File: config.mk
export PLATFORM = sky130hd
export DESIGN_NAME = subtractor_pipe
export DESIGN_NICKNAME = d
export VERILOG_FILES = /design/src/rtl/subtractor_pipe.sv
export SDC_FILE = /design/constraint.sdc
export NUM_CORES = 1
export LEC_CHECK = 0
export CAP_MARGIN = 20
export CORE_UTILIZATION = 45
export DETAILED_ROUTE_END_ITERATION = 8
export PLACE_DENSITY = 0.87
export SETUP_SLACK_MARGIN = 0.3
export SYNTH_ARGS = -nofsm -noshare
export SYNTH_HDL_FRONTEND = slang
export SYNTH_SLANG_ARGS = --single-unit
export TNS_END_PERCENT = 5
File: constraint.sdc
create_clock -name clk -period 3.05 [get_ports clk]
set_input_delay 0.61 -clock clk [delete_from_list [all_inputs] [get_ports clk]]
set_output_delay 0.61 -clock clk [all_outputs]
set_load 0.1 [all_outputs]
File: src/rtl/subtractor_pipe.sv
// Two-stage valid/ready pipeline that recovers x = sm - y - cin and flags
// results that fall outside the unsigned W-bit range.
module subtractor_pipe #(
    parameter int W = 8
) (
    input  logic         clk,
    input  logic         rst,
    input  logic         in_valid,
    output logic         in_ready,
    input  logic [W:0]   sm,
    input  logic [W-1:0] y,
    input  logic         cin,
    output logic         out_valid,
    input  logic         out_ready,
    output logic [W-1:0] x,
    output logic         x_zero,
    output logic         range_err,
    output logic [7:0]   err_cnt
);

    logic         s1_vld_q;
    logic [W:0]   sm_q;
    logic [W-1:0] y_q;
    logic         cin_q;

    logic         s2_vld_q;
    logic [W-1:0] x_q;
    logic         x_zero_q;
    logic         range_err_q;
    logic [7:0]   err_cnt_q;

    logic         s2_adv;
    logic         in_xfer;
    logic         out_xfer;
    logic [W+1:0] diff;
    logic [W-1:0] x_d;
    logic         x_zero_d;
    logic         range_err_d;
    logic [7:0]   err_cnt_d;

    // Stage 2 can take new data when it is empty or draining this cycle;
    // stage 1 advances exactly when stage 2 can take it.
    assign s2_adv   = !s2_vld_q || out_ready;
    assign in_ready = !rst && (!s1_vld_q || s2_adv);
    assign in_xfer  = in_valid && in_ready;
    assign out_xfer = s2_vld_q && out_ready;

    always_comb begin
        diff        = {1'b0, sm_q} - {2'b00, y_q} - {{(W+1){1'b0}}, cin_q};
        // Negative (sign bit) or overflowing past W bits (bit W) is out of range.
        range_err_d = diff[W+1] || diff[W];
        x_d         = diff[W-1:0];
        x_zero_d    = (diff == '0);
        err_cnt_d   = err_cnt_q;
        if (out_xfer && range_err_q && err_cnt_q != 8'hFF)
            err_cnt_d = err_cnt_q + 8'd1;
    end

    always_ff @(posedge clk) begin
        if (rst) begin
            s1_vld_q    <= 1'b0;
            sm_q        <= '0;
            y_q         <= '0;
            cin_q       <= 1'b0;
            s2_vld_q    <= 1'b0;
            x_q         <= '0;
            x_zero_q    <= 1'b0;
            range_err_q <= 1'b0;
            err_cnt_q   <= 8'd0;
        end else begin
            if (in_xfer) begin
                s1_vld_q <= 1'b1;
                sm_q     <= sm;
                y_q      <= y;
                cin_q    <= cin;
            end else if (s2_adv) begin
                s1_vld_q <= 1'b0;
            end

            if (s2_adv) begin
                s2_vld_q <= s1_vld_q;
                if (s1_vld_q) begin
                    x_q         <= x_d;
                    x_zero_q    <= x_zero_d;
                    range_err_q <= range_err_d;
                end
            end

            err_cnt_q <= err_cnt_d;
        end
    end

    assign out_valid = s2_vld_q;
    assign x         = x_q;
    assign x_zero    = x_zero_q;
    assign range_err = range_err_q;
    assign err_cnt   = err_cnt_q;

endmodule

# Word-level counts from Yosys, hierarchy flattened
# Index checks and enable logic that the tools add are counted.
[op_classes] n_addsub=3 eq_ne=1 n_mux=2 reduce_logical=14
[ops] cell="10-bit logical NOT" count=1
[ops] cell="10-bit by 1-bit subtractor with 10-bit output" count=1
[ops] cell="9-bit by 8-bit subtractor with 10-bit output" count=1
[ops] cell="8-bit by 1-bit adder with 8-bit output (second input constant)" count=1
[ops] cell="8-bit != test (second input constant)" count=1
[ops] cell="1-bit logical AND" count=5
[ops] cell="1-bit logical NOT" count=3
[ops] cell="1-bit logical OR" count=3
[ops] cell="1-bit two-way mux" count=2
[ops] cell="2-bit AND reduction" count=1
[ops] cell="2-bit nonzero test" count=1
[totals] register_bits=38 input_bits=22 elab_cells=29

# Depth between registers and ports, before layout
[logic_depth] word_depth=6 depth_mapped=11 mapped_depth_nobuf=11

# Least setup slack after synthesis
# Ideal clock, no wire load.
[synth_path] path_kind="reg-to-reg" from="reg s2_vld_q (netlist: out_valid)" to="reg cin_q" arrival_ns=3.479 t_required_ns=2.963 path_slack_ns=-0.516 path_stages_with_launch=8 path_buffers=2 period_less_slack_ns=3.566 path_cell_list="dfxtp_1 -> and2b_2 -> a21oi_1 -> and2_1 -> clkbuf_1 -> buf_2 -> nand2_1 -> o31ai_1"
[synth_via] elab_chain_cells=5
[synth_rtl] element="from (decl)" line="26" rtl="logic s2_vld_q;"
[synth_rtl] element="from (signal assigned)" line="81" rtl="s2_vld_q <= s1_vld_q;"
[synth_rtl] element="1-bit logical NOT" line="43" rtl="assign s2_adv = !s2_vld_q || out_ready;"
[synth_rtl] element="1-bit logical OR" line="43"
[synth_rtl] element="1-bit logical OR" line="44" rtl="assign in_ready = !rst && (!s1_vld_q || s2_adv);"
[synth_rtl] element="1-bit logical AND" line="44"
[synth_rtl] element="via in_ready" line="9" rtl="output logic in_ready,"
[synth_rtl] element="1-bit logical AND" line="45" rtl="assign in_xfer = in_valid && in_ready;"
[synth_rtl] element="to (signal assigned)" line="75" rtl="cin_q <= cin;"
[synth_rtl] element="to (decl)" line="24" rtl="logic cin_q;"
# The timed path passes the listed nets, and every way through them passes these cells.
# A chain may end at the register's enable or synchronous reset.

# Worst setup path in the final report
[layout_path] from="reg cin_q" to="reg x_zero_q (netlist: x_zero)"
[layout_via] elab_chain_cells=2
[layout_rtl] element="10-bit by 1-bit subtractor with 10-bit output" line="49" rtl="diff = {1'b0, sm_q} - {2'b00, y_q} - {{(W+1){1'b0}}, cin_q};"
[layout_rtl] element="10-bit logical NOT" line="53" rtl="x_zero_d = (diff == '0);"
[layout_rtl] element="to (signal assigned)" line="84" rtl="x_zero_q <= x_zero_d;"
[layout_rtl] element="to (decl)" line="28" rtl="logic x_zero_q;"
# Every way passes these cells.

==> impl_metrics.csv <==
group,metric,value,unit
synthesis,ys_seq_elements,38,
final_layout,layout.cells.non_filler,332,
clocking,worstSkewPairLatency,0.29,ns
grt,grt_pass1_wl,6492,microns
timing,finalCritPeriodShare,98.40,%
grt,grt_overflow_total,0,
synthesis,ys_top_cells_by_count,"nand2_1 (40), dfxtp_1 (38), inv_1 (23)",
route,ant_nets,0,
timing,slew_viol_final,0,
pwr,power.leakage,1.112,nW
grt,track_usage,18.38,%
floorplan,core,4144,sq um
pwr,peakVddDrop,0.0002735,V
critical_path,cp.arrival,3.21,ns
critical_path,crit_path_start_kind,"register",
clocking,htreeDepth,2,
route,via_count,1721,
critical_path,path_max_fanout,3,
pwr,p_per_area,519.2,nW/um^2
synthesis,synth_edf_count,0,
synthesis,netlist_area,2016,sq um
place,portBuffers,41,
clocking,clk_pin_slew,0.07,ns
final_layout,fillers,356,
grt,grt_max_degree,40,
place,dpl-instance-area,2445,sq um
place,place_congestion,0.8399,
timing,maxSlewHeadroom,50.41,%
route,drt_pass1_iterations,4,
run_status,status,"complete, no violations",
timing,tightest_slew,0.7404,ns
synthesis,syn_inst,240,
final_layout,area_growth,26.88,%
synthesis,synth_top_area_share,37.74,%
route,vias_per_cell,5.184,
clocking,cts_tree,"done",
hold_path,min-delay-path-class,"register to register",
synthesis,ys_seq_area_share,37.74,%
synthesis,synth_ff_type,"dfxtp_1",
pwr,power.total,0.001328,W
timing,skew,0.005374,ns
synthesis,synth_warnings,0,
timing,clock.fmax,333.2,MHz
floorplan,rows,23,
run,cap_violations,0,
critical_path,critPathRequiredTime,3.26,ns
clocking,cts_root_buf,"clkbuf_8",
timing,setup_viol,0,
route,drt_iter0_drc,91,
clocking,ctsHoldBuffers,0,
final_layout,antenna_cells,0,
synthesis,yosys-top-cells-area,"dfxtp_1 (38%), ha_1 (9.9%), nand2_1 (7.4%), xor2_1 (4.3%), inv_1 (4.3%)",
timing,whs,0.4534,ns
grt,grt_pass1_vias,1541,
critical_path,end_kind,"register",
grt,grt_antenna_before_repair,0,
route,routedWlPerCell,12.26,microns
final_layout,final_cell_area,2557,sq um
timing,rsz0062_at_grt,"true",
place,place_inst,325,
clocking,clk_path_buf_depth,2,
synthesis,syn-num-nets,280,
final_layout,postLayoutCoreUtil,61.71,%
synthesis,ys_async_sr_fraction,0,%
floorplan,die_width,68.93,microns
final_layout,drive_gt1_share,14.18,%
timing,period_minus_slack,3.001,ns
synthesis,postSynthAreaPerCell,8.399,sq um
clocking,cts_buffers,5,
floorplan,ios,42,
place,hpwl,2943,microns
critical_path,critPathKind,"register to register",
timing,finalHoldViolations,0,
synthesis,synth_top_area_cell,"dfxtp_1",
floorplan,initial_core_util,48.64,%
synthesis,yosysUniqueCellTypes,42,
floorplan,die_y,68.93,microns
floorplan,dieArea,4751,sq um
synthesis,yosysMostFrequentCell,"nand2_1",
final_layout,nets,323,
route,routed_wl,4069,microns
clocking,cts_sinks,38,
route,drc,0,
==> area by class of cell <==
type                            count  area (sq um)  area share [%]
Sequential cell                    38         762.0           29.79
Inverter                           23         86.33           3.376
Clock buffer                        6         82.58           3.229
Tap cell                           50         62.56           2.446
Timing Repair Buffer               44         395.4           15.46
Multi-Input combinational cell    171          1169           45.69
==> cell families after synthesis <==
logic type                 Yosys count  share of synthesized area (%)
DFF                                 38                          37.74
AOI/OAI and AO/OA                   40                          13.47
and+or+nand+nor                     99                          24.83
xor gates and xnor gates            13                          5.649
buffers and inverters               31                          5.897
adders and majority gates           18                          11.92
muxes                                1                         0.4966
==> repair_timing <==
| item | 4_1_cts | 5_1_grt |
|---|---|---|
| buffers inserted | 1 | 0 |
| gates cloned | 0 | 0 |
| setup endpoints to repair | 1 | 1 |
| endpoints found under the hold margin | 0 | 0 |
| gates resized for setup | 2 | 4 |
| pin swaps | 1 | 0 |
==> sequential cells by signal (all words and copies together) (netlist names) <==
| name | flops |
|---|---|
| sm_q | 9 |
| err_cnt | 8 |
| x | 8 |
| y_q | 8 |
| cin_q | 1 |
| out_valid | 1 |
| range_err | 1 |
| s1_vld_q | 1 |
| x_zero | 1 |
==> per-layer routing <==
metal / vias to the layer above / GRT usage, % / share of wire, %
met2: 36 / 30.34 / 46
met5: - / 0 / 0
met3: 5 / 4.770 / 3.7
li1: 896 / - / -
met4: 0 / 7.143 / 1.5
met1: 784 / 22.64 / 49
==> critical path, stage by stage, from the launching register on <==
cell and delay (ns):
dfxtp_1 0.31, inv_1 0.06, fa_1 0.49, inv_1 0.11, ha_4 0.15, nor2_2 0.05, fa_1 0.48, or2b_1 0.22
or4_1 0.40, or4b_4 0.49, o31ai_2 0.17
==> report_power, final <==
group          internal, W  total (W)  switching (W)
clock network     0.000174   0.000335       0.000161
registers         0.000528   0.000547      0.0000183
logic             0.000163   0.000446       0.000283
total             0.000866    0.00133       0.000462
==> per-stage QoR <==
stage               worst slack [ns]  setup TNS (ns)
finish                       0.04886               0
detailed placement           0.06052               0
global placement              0.1327               0
global route                -0.04195        -0.04195
CTS                          0.04682               0
floorplan                     0.1817               0
==> placed cells by master (no fill, tap or decap), drive strengths merged, types with 6 or more instances in the layout <==
cell type      count
a21oi              9
buf               23
clkbuf             6
clkdlybuf4s50     21
dfxtp             38
ha                16
inv               23
nand2             41
nand3              6
nand3b            10
nor2              20
o31ai             10
xor2              10
==> path summary, 6_finish.rpt <==
check,startpoint,end,slack [ns],cells past startpoint
worst min-delay path,x[6],x[6],0.45,2
worst min register to register,x[6],x[6],0.45,2
worst max-delay path,cin_q,x_zero,0.05,10
worst max register to register,cin_q,x_zero,0.05,10
No activity file was read; power rests on OpenSTA's default activity.
